File: src/rtl/wb_stage_pkg.sv
// Shared definitions for the MiniMIPS32 writeback stage: bus widths,
// the zero word and the load operation encoding used between MEM and WB.
package wb_stage_pkg;

    localparam int REG_BUS_W      = 32;
    localparam int REG_ADDR_BUS_W = 5;
    localparam logic [REG_BUS_W-1:0] ZERO_WORD = '0;

    // Load op codes; codes 6 and 7 are unused and behave as LD_NONE.
    localparam logic [2:0] LD_NONE = 3'd0;
    localparam logic [2:0] LD_LB   = 3'd1;
    localparam logic [2:0] LD_LBU  = 3'd2;
    localparam logic [2:0] LD_LH   = 3'd3;
    localparam logic [2:0] LD_LHU  = 3'd4;
    localparam logic [2:0] LD_LW   = 3'd5;

    // True for op codes that take their result from the data memory.
    function automatic logic is_load(input logic [2:0] op);
        return (op >= LD_LB) && (op <= LD_LW);
    endfunction

endpackage

File: src/rtl/wb_stage_load_align.sv
// Load alignment: selects the addressed byte/halfword of a little-endian
// memory word and sign- or zero-extends it. Purely combinational.
module load_align
    import wb_stage_pkg::*;
#(
    parameter int DATA_W = 32
) (
    input  logic [DATA_W-1:0] word,
    input  logic [2:0]        ldop,
    input  logic [1:0]        addr_lo,
    output logic [DATA_W-1:0] result
);

    logic [7:0]  byte_sel;
    logic [15:0] half_sel;

    // addr_lo[0] is ignored for halfwords: unaligned halves are not supported.
    assign byte_sel = word[8*addr_lo +: 8];
    assign half_sel = word[16*addr_lo[1] +: 16];

    // Extend the selected field according to the load op.
    always_comb begin
        result = word;
        case (ldop)
            LD_LB:   result = {{(DATA_W-8){byte_sel[7]}}, byte_sel};
            LD_LBU:  result = {{(DATA_W-8){1'b0}}, byte_sel};
            LD_LH:   result = {{(DATA_W-16){half_sel[15]}}, half_sel};
            LD_LHU:  result = {{(DATA_W-16){1'b0}}, half_sel};
            default: result = word;
        endcase
    end

endmodule

File: src/rtl/wb_stage.sv
// MiniMIPS32 writeback stage: MEM/WB pipeline register with stall/flush,
// stall-safe capture of the synchronous data-memory response, load
// alignment and register-file write port.
// Optional macro WB_DEBUG_EN adds PC tracing and a retired-instruction count.
module wb_stage
    import wb_stage_pkg::*;
#(
    parameter int DATA_W = 32,
    parameter int ADDR_W = 5
) (
    input  logic              cpu_clk_75M,
    input  logic              cpu_rst,
    input  logic              stall,
    input  logic              flush,
    input  logic              mem_valid,
    input  logic              mem_wreg,
    input  logic [ADDR_W-1:0] mem_waddr,
    input  logic [DATA_W-1:0] mem_wdata,
    input  logic [2:0]        mem_ldop,
    input  logic [1:0]        mem_addr_lo,
    input  logic [DATA_W-1:0] dm_rdata,
    output logic              wb_we,
    output logic [ADDR_W-1:0] wb_waddr,
    output logic [DATA_W-1:0] wb_wdata,
    output logic              wb_valid
`ifdef WB_DEBUG_EN
    ,
    input  logic [31:0]       mem_pc,
    output logic [31:0]       debug_wb_pc,
    output logic [3:0]        debug_wb_rf_wen,
    output logic [31:0]       retire_cnt
`endif
);

    logic              r_valid;
    logic              r_wreg;
    logic [ADDR_W-1:0] r_waddr;
    logic [DATA_W-1:0] r_wdata;
    logic [2:0]        r_ldop;
    logic [1:0]        r_addr_lo;
    logic              hold_flag;
    logic [DATA_W-1:0] hold_buf;
    logic [DATA_W-1:0] load_word;
    logic [DATA_W-1:0] load_result;

    // WB pipeline register: flush beats stall, stall holds, else capture MEM.
    // The memory word is frozen on the first stalled edge, because the memory
    // presents the next access's data while the pipeline is held.
    always_ff @(posedge cpu_clk_75M or posedge cpu_rst) begin
        if (cpu_rst) begin
            r_valid   <= 1'b0;
            r_wreg    <= 1'b0;
            r_waddr   <= '0;
            r_wdata   <= '0;
            r_ldop    <= LD_NONE;
            r_addr_lo <= 2'd0;
            hold_flag <= 1'b0;
            hold_buf  <= '0;
        end else if (flush) begin
            r_valid   <= 1'b0;
            r_wreg    <= 1'b0;
            r_waddr   <= '0;
            r_wdata   <= '0;
            r_ldop    <= LD_NONE;
            r_addr_lo <= 2'd0;
            hold_flag <= 1'b0;
        end else if (stall) begin
            if (!hold_flag && r_valid && is_load(r_ldop)) begin
                hold_buf  <= dm_rdata;
                hold_flag <= 1'b1;
            end
        end else begin
            r_valid   <= mem_valid;
            r_wreg    <= mem_wreg;
            r_waddr   <= mem_waddr;
            r_wdata   <= mem_wdata;
            r_ldop    <= mem_ldop;
            r_addr_lo <= mem_addr_lo;
            hold_flag <= 1'b0;
        end
    end

    assign load_word = hold_flag ? hold_buf : dm_rdata;

    load_align #(.DATA_W(DATA_W)) u_load_align (
        .word    (load_word),
        .ldop    (r_ldop),
        .addr_lo (r_addr_lo),
        .result  (load_result)
    );

    // Writes to $0 are dropped here so the register file never sees them.
    assign wb_we    = r_valid && r_wreg && (r_waddr != '0);
    assign wb_waddr = r_waddr;
    assign wb_valid = r_valid;
    assign wb_wdata = is_load(r_ldop) ? load_result : r_wdata;

`ifdef WB_DEBUG_EN
    logic [31:0] r_pc;
    logic [31:0] r_retire;

    // PC travels with the WB register; retirement counts advancing valid slots.
    always_ff @(posedge cpu_clk_75M or posedge cpu_rst) begin
        if (cpu_rst) begin
            r_pc     <= '0;
            r_retire <= '0;
        end else begin
            if (r_valid && !stall && !flush) begin
                r_retire <= r_retire + 32'd1;
            end
            if (flush) begin
                r_pc <= '0;
            end else if (!stall) begin
                r_pc <= mem_pc;
            end
        end
    end

    assign debug_wb_pc     = r_pc;
    assign debug_wb_rf_wen = {4{wb_we}};
    assign retire_cnt      = r_retire;
`endif

endmodule

File: config.mk
export PLATFORM = sky130hd
export DESIGN_NAME = wb_stage
export DESIGN_NICKNAME = d
export VERILOG_FILES = /design/src/rtl/wb_stage_pkg.sv /design/src/rtl/wb_stage_load_align.sv /design/src/rtl/wb_stage.sv
export SDC_FILE = /design/constraint.sdc
export NUM_CORES = 1
export LEC_CHECK = 0
export CORE_ASPECT_RATIO = 0.8
export CORE_MARGIN = 2
export CORE_UTILIZATION = 55
export DETAILED_ROUTE_END_ITERATION = 10
export GPL_TIMING_DRIVEN = 1
export HOLD_SLACK_MARGIN = 0.06
export PLACE_DENSITY = 0.86
export SLEW_MARGIN = 20
export SYNTH_ARGS = -nofsm -noshare
export SYNTH_HDL_FRONTEND = slang
export SYNTH_HIERARCHICAL = 1
export SYNTH_SLANG_ARGS = --single-unit
File: constraint.sdc
create_clock -name cpu_clk_75M -period 6.75 [get_ports cpu_clk_75M]
set_clock_uncertainty 0.1 [all_clocks]
set_input_delay 1.35 -clock cpu_clk_75M [delete_from_list [all_inputs] [get_ports cpu_clk_75M]]
set_output_delay 1.35 -clock cpu_clk_75M [all_outputs]
set_load 0.1 [all_outputs]
### Word level (Yosys, flattened, before mapping)

Index checks and enable logic that the tools add are counted.
W data, S select, Z words.

* register bits: 77
* bits of input ports: 80
* output and inout port bits: 39
* word-level logic and storage cells: 45

* magnitude comparators: 2
* equal/unequal tests: 6
* shift-type cells: 2
* muxes and demuxes: 18
* bitwise logic cells: 1
* reductions and logical operators: 8

Operator list (number)
* $mux W32: 4
* $pmux W32 S4: 1
* $shiftx A32 B6 Y16: 1
* $shiftx A32 B6 Y8: 1
* $mux W5: 2
* $mux W1: 7
* $eq A3 B2 Y1 const B: 2
* $mux W3: 2
* $logic_and A1 B1 Y1: 5
* $reduce_bool A5 Y1: 1
* $mux W2: 2
* $eq A3 B1 Y1 const B: 1
* $eq A3 B3 Y1 const B: 1
* $ge A3 B1 Y1 const B: 1
* $le A3 B3 Y1 const B: 1
* $ne A3 B1 Y1 const B: 1
* $reduce_and A3 Y1: 1
* $ne A2 B1 Y1 const B: 1
* $logic_not A1 Y1: 1
* $not A1 Y1: 1

### Logic depth before layout (Yosys ltp)

Gate-level depths: netlist of the first run.

* word-level depth: 6
* depth in mapped cells: 9
* mapped depth without buffers: 6

### Cells and area by module

Netlist of the first run, hierarchy kept.

By module, submodules not included
* wb_stage: times used 1, cells an instance 408, area an instance 4372.9 um2, seq. area each 1926.8 um2
* load_align: times used 1, cells an instance 123, area an instance 918.4 um2, seq. area each 0.0 um2

### Least setup slack after synthesis of the first run

No wires, ideal clock.

* path type: input port to output port
* start: input port dm_rdata[31]
* end: output port wb_wdata[16]
* arrival time: 3262 ps
* required time: 5300 ps
* slack: 2038 ps
* stages on the path: 7
* buffers on the path: 1
* cell sequence: mux2_2 mux4_2 and3b_1 a31o_4 buf_6 a21o_1 mux2_2

* longest elaborated chain between the ends: 4
* elaborated cells on any way between the ends: 5
* those cells by class: 2 x shift; 3 x mux

Ends and longest elaborated chain
* from (decl): line wb_stage.sv:21 `input logic [DATA_W-1:0] dm_rdata,`
* $mux W32 *: line wb_stage.sv:83 `assign load_word = hold_flag ? hold_buf : dm_rdata;`
* $shiftx A32 B6 Y16 or $shiftx A32 B6 Y8 (tied branches): line wb_stage_load_align.sv:19, wb_stage_load_align.sv:18
* $pmux W32 S4 *: line wb_stage_load_align.sv:24 `case (ldop)`
* net load_result[16]: line wb_stage.sv:44 `logic [DATA_W-1:0] load_result;`
* $mux W32 *: line wb_stage.sv:96 `assign wb_wdata = is_load(r_ldop) ? load_result : r_wdata;`
* to (decl): line wb_stage.sv:24 `output logic [DATA_W-1:0] wb_wdata,`

The timed path passes the listed nets; every way through them passes the cells marked *.

### Final worst setup path of the first run

* start: input port dm_rdata[15]
* end: output port wb_wdata[7]

* longest elaborated chain between the ends: 4

Ends and longest elaborated chain
* $mux W32: line wb_stage.sv:83
* net load_word[15]: line wb_stage.sv:43 `logic [DATA_W-1:0] load_word;`
* $shiftx A32 B6 Y8: line wb_stage_load_align.sv:18 `assign byte_sel = word[8*addr_lo +: 8];`
* $pmux W32 S4: line wb_stage_load_align.sv:24
* net load_result[7]: line wb_stage.sv:44
* $mux W32: line wb_stage.sv:96

The timed path passes the listed nets, and every way through them passes these cells.

==> results of run 1 <==
## worst max path at each step
stage | end | startpoint
floorplan | wb_wdata[16] | dm_rdata[31]
global placement | wb_wdata[7] | dm_rdata[15]
detailed placement | wb_wdata[7] | dm_rdata[7]
CTS | wb_wdata[7] | dm_rdata[15]
global route | wb_wdata[7] | dm_rdata[7]
finish | wb_wdata[7] | dm_rdata[15]
## registers in the layout (all words and copies together), names as in the netlist
name and cells:
hold_buf 32, hold_flag 1, r_addr_lo 2, r_ldop 3
r_wdata 32, r_wreg 1, wb_valid 1, wb_waddr 5
## power by group through the flow
stage / logic [mW] / clock network [mW] / registers (mW)
2_1_floorplan: 0.468 / 0 / 0.591
3_3_place_gp: 0.623 / 0 / 0.587
3_5_place_dp: 0.638 / 0 / 0.596
4_1_cts: 0.643 / 0.576 / 0.588
5_1_grt: 0.676 / 0.594 / 0.598
6_report: 0.647 / 0.571 / 0.590
## placed cells by master (no fill, tap or decap), types with 3 or more instances in the layout
cell | Yosys | layout
mux2i_1 | 58 | 58
dfrtp_1 | 77 | 77
o21ai_0 | 5 | 5
nor2_1 | 63 | 63
a21oi_1 | 35 | 35
or3_1 | 18 | 18
a21o_1 | 16 | 16
clkdlybuf4s50_1 | 0 | 86
mux2_2 | 67 | 67
o21a_1 | 7 | 7
nand2_1 | 13 | 13
o22ai_1 | 28 | 28
o221ai_1 | 7 | 7
a211oi_1 | 7 | 7
bufinv_16 | 0 | 3
nor4_1 | 8 | 8
a221o_1 | 7 | 7
o22ai_2 | 20 | 20
nand2b_1 | 7 | 7
nor3_1 | 9 | 9
clkbuf_16 | 0 | 9
buf_4 | 3 | 43
## logic make-up after synthesis
group	count (synthesis)
flops	77
compound gates	140
fa+ha+maj	1
mux	126
simple gates	133
xor+xnor	2
buf+inv	52
## routing by layer
metal	wire length (um)	up-vias
li1	-	2169
met1	6560	2383
met2	7090	307
met3	1730	35
met4	355	0
met5	0	-
## critical path, delay by kind of cell
kind / cells / cell delay [ns]
buffers and inverters: 2 / 1.44
AO/OA/AOI/OAI: 1 / 0.30
multiplexers: 3 / 1.12
AND/OR/NAND/NOR: 1 / 0.18
## cell type report
cell class                 count  area, um2  area share (%)
multi-input combinational    402       3110            46.2
sequential                    77       1930            28.6
timing repair buffer         130       1190            17.7
clock buffer                  10        239            3.55
tap                          115        144            2.14
clock inverter                 6        109            1.62
inverter                       4       15.0           0.223
==> run metrics, run 1 <==
status completed; r2r endpoint hold_buf[14]; Site Rows 31; RSZ-0062 raised after global routing false; Hold Crit Endpoint r_wdata[10]; hold wc startpoint r_wdata[10]; fin util 73.2%; register-to-register setup slack 3.67 ns; final hold slack 0.426 ns; Sum Neg Setup Slack 0 ns; Post-synth top cells dfrtp_1, mux2_2, nor2_1; vias in the first global route 4819; sequential share of power 32.6%; cell with the most instances after synthesis dfrtp_1; final setup vio count 0; TritonCTS Buffers 9; n_diodes 0; Vias/cell 6.58; PwrDens 269 mW/mm2; Die Area 0.0104 mm2; slowest stage delay, CP 0.97 ns; multiplexer share of the synthesized area 25.7%; Worst Reg-to-Reg Cells 4; fraction of registers with async set/reset 100%; Post-Synthesis Cells 531; total core area 0.00919 mm2; simple-gate area share of the yosys netlist 12.4%; fraction of power spent switching nets 37.7%; leakage power 3.02 nW; share of layout cells above drive strength 1 24.3%; Inst Count DP 728; Peak VDD IR 0.271 mV; Hold Crit Class reg2reg; M2 GR Usage 46.4%; final number of max-transition violations 0; prevailing post-synth register cell dfrtp_1; Die Span X 114 um; final-layout fill cell count 652; CP Max Fanout 5; Mean Syn Cell Area 9.96 um2; DR iter-0 viols 497; GR peak layer met2; post-synthesis register bit count 77; number of synthesized flops with an enable pin 0; clk_lat worst skew 0.34 ns; Compound-Gate Fraction of Synth Area 20.1%; Die Height 91.7 um; Design Power 1.81 mW; Post-DP Area 0.00638 mm2; DR WL/cell 21.1 um; final WL 15700 um; M3 GR Usage 8.59%; finished layout cell area 0.00673 mm2; cell chain of the critical path clkdlybuf4s50_1 -> mux2_2 -> mux4_2 -> and2_1 -> a211o_1 -> mux2_2 -> clkdlybuf4s50_1; final critical-path share of the clock period 86.7%; post-CTS sizing 0; slack of the critical path 0.897 ns; routed via count 4894; P_sw 682 uW; GPL Wtd Cong 0.932; Final Non-Filler Cells 744; Cell Int Power 1.13 mW; final hold vios 0; Final min period 5.85 ns; Synth warnings 6; largest cells by area after synthesis dfrtp_1, mux2_2, mux2i_1; CTS sink cnt 77; Crit. End Element primary output; Clk pin slew, worst setup/hold paths 0.06 ns; clk buf depth 2; MaxCap Viol Count 0; worst reg2reg startpoint hold_flag; router iterations before antenna repair 6; worst slew pin tran 1.10 ns; post-route ant nets 0; Max transition margin 26.9%; CP max stage cell clkdlybuf4s50_1; met1 global-route usage 42.2%; Final HPWL DP 10700 um; synth-to-layout area growth 27.2%; htree depth 3; synthesized cell area 0.00529 mm2; Synthesized Nets 611; Initial Utilization 57.6%; register area share after synthesis 36.4%; CTS tree yes; dominant combinational cell family by area after synthesis multiplexers; Gate power share 35.8%; first-pass GRT wire length 24800 um; io pins 119; Post-Synth XOR/XNOR Area 0.331%; hold path depth 2; area leader, netlist dfrtp_1; largest net degree at the start of global routing 57; setup bufs post-CTS 0; DRC 0; CP Launch Type input port; WS Path Type in2out; global-route usage over all layers 30.2%; Synth top area share 36.4%; hold_buf cts 0; post-synthesis adder-cell area fraction 0.189%; antenna violations before repair 0; fmax 171 MHz; Crit path required time 5.30 ns; clock power share 31.6%; Worst Path Arrival 4.40 ns; Final nets 704; Netlist cell types 46; port bufs 118; clk root buf clkbuf_16; total grt overflow 0; worst slack at placement 0.941 ns
(Power assumes the default switching activity.)
==> inputs of run 2 (changes only) <==
--- a/config.mk
+++ b/config.mk
@@ -8,6 +8,7 @@
 export CORE_ASPECT_RATIO = 0.8
 export CORE_MARGIN = 2
 export CORE_UTILIZATION = 55
+export CTS_CLUSTER_DIAMETER = 120
 export DETAILED_ROUTE_END_ITERATION = 10
 export GPL_TIMING_DRIVEN = 1
 export HOLD_SLACK_MARGIN = 0.06
==> results of run 2 <==
No change in the layout: final DEF, timing and power equal those of run 1.
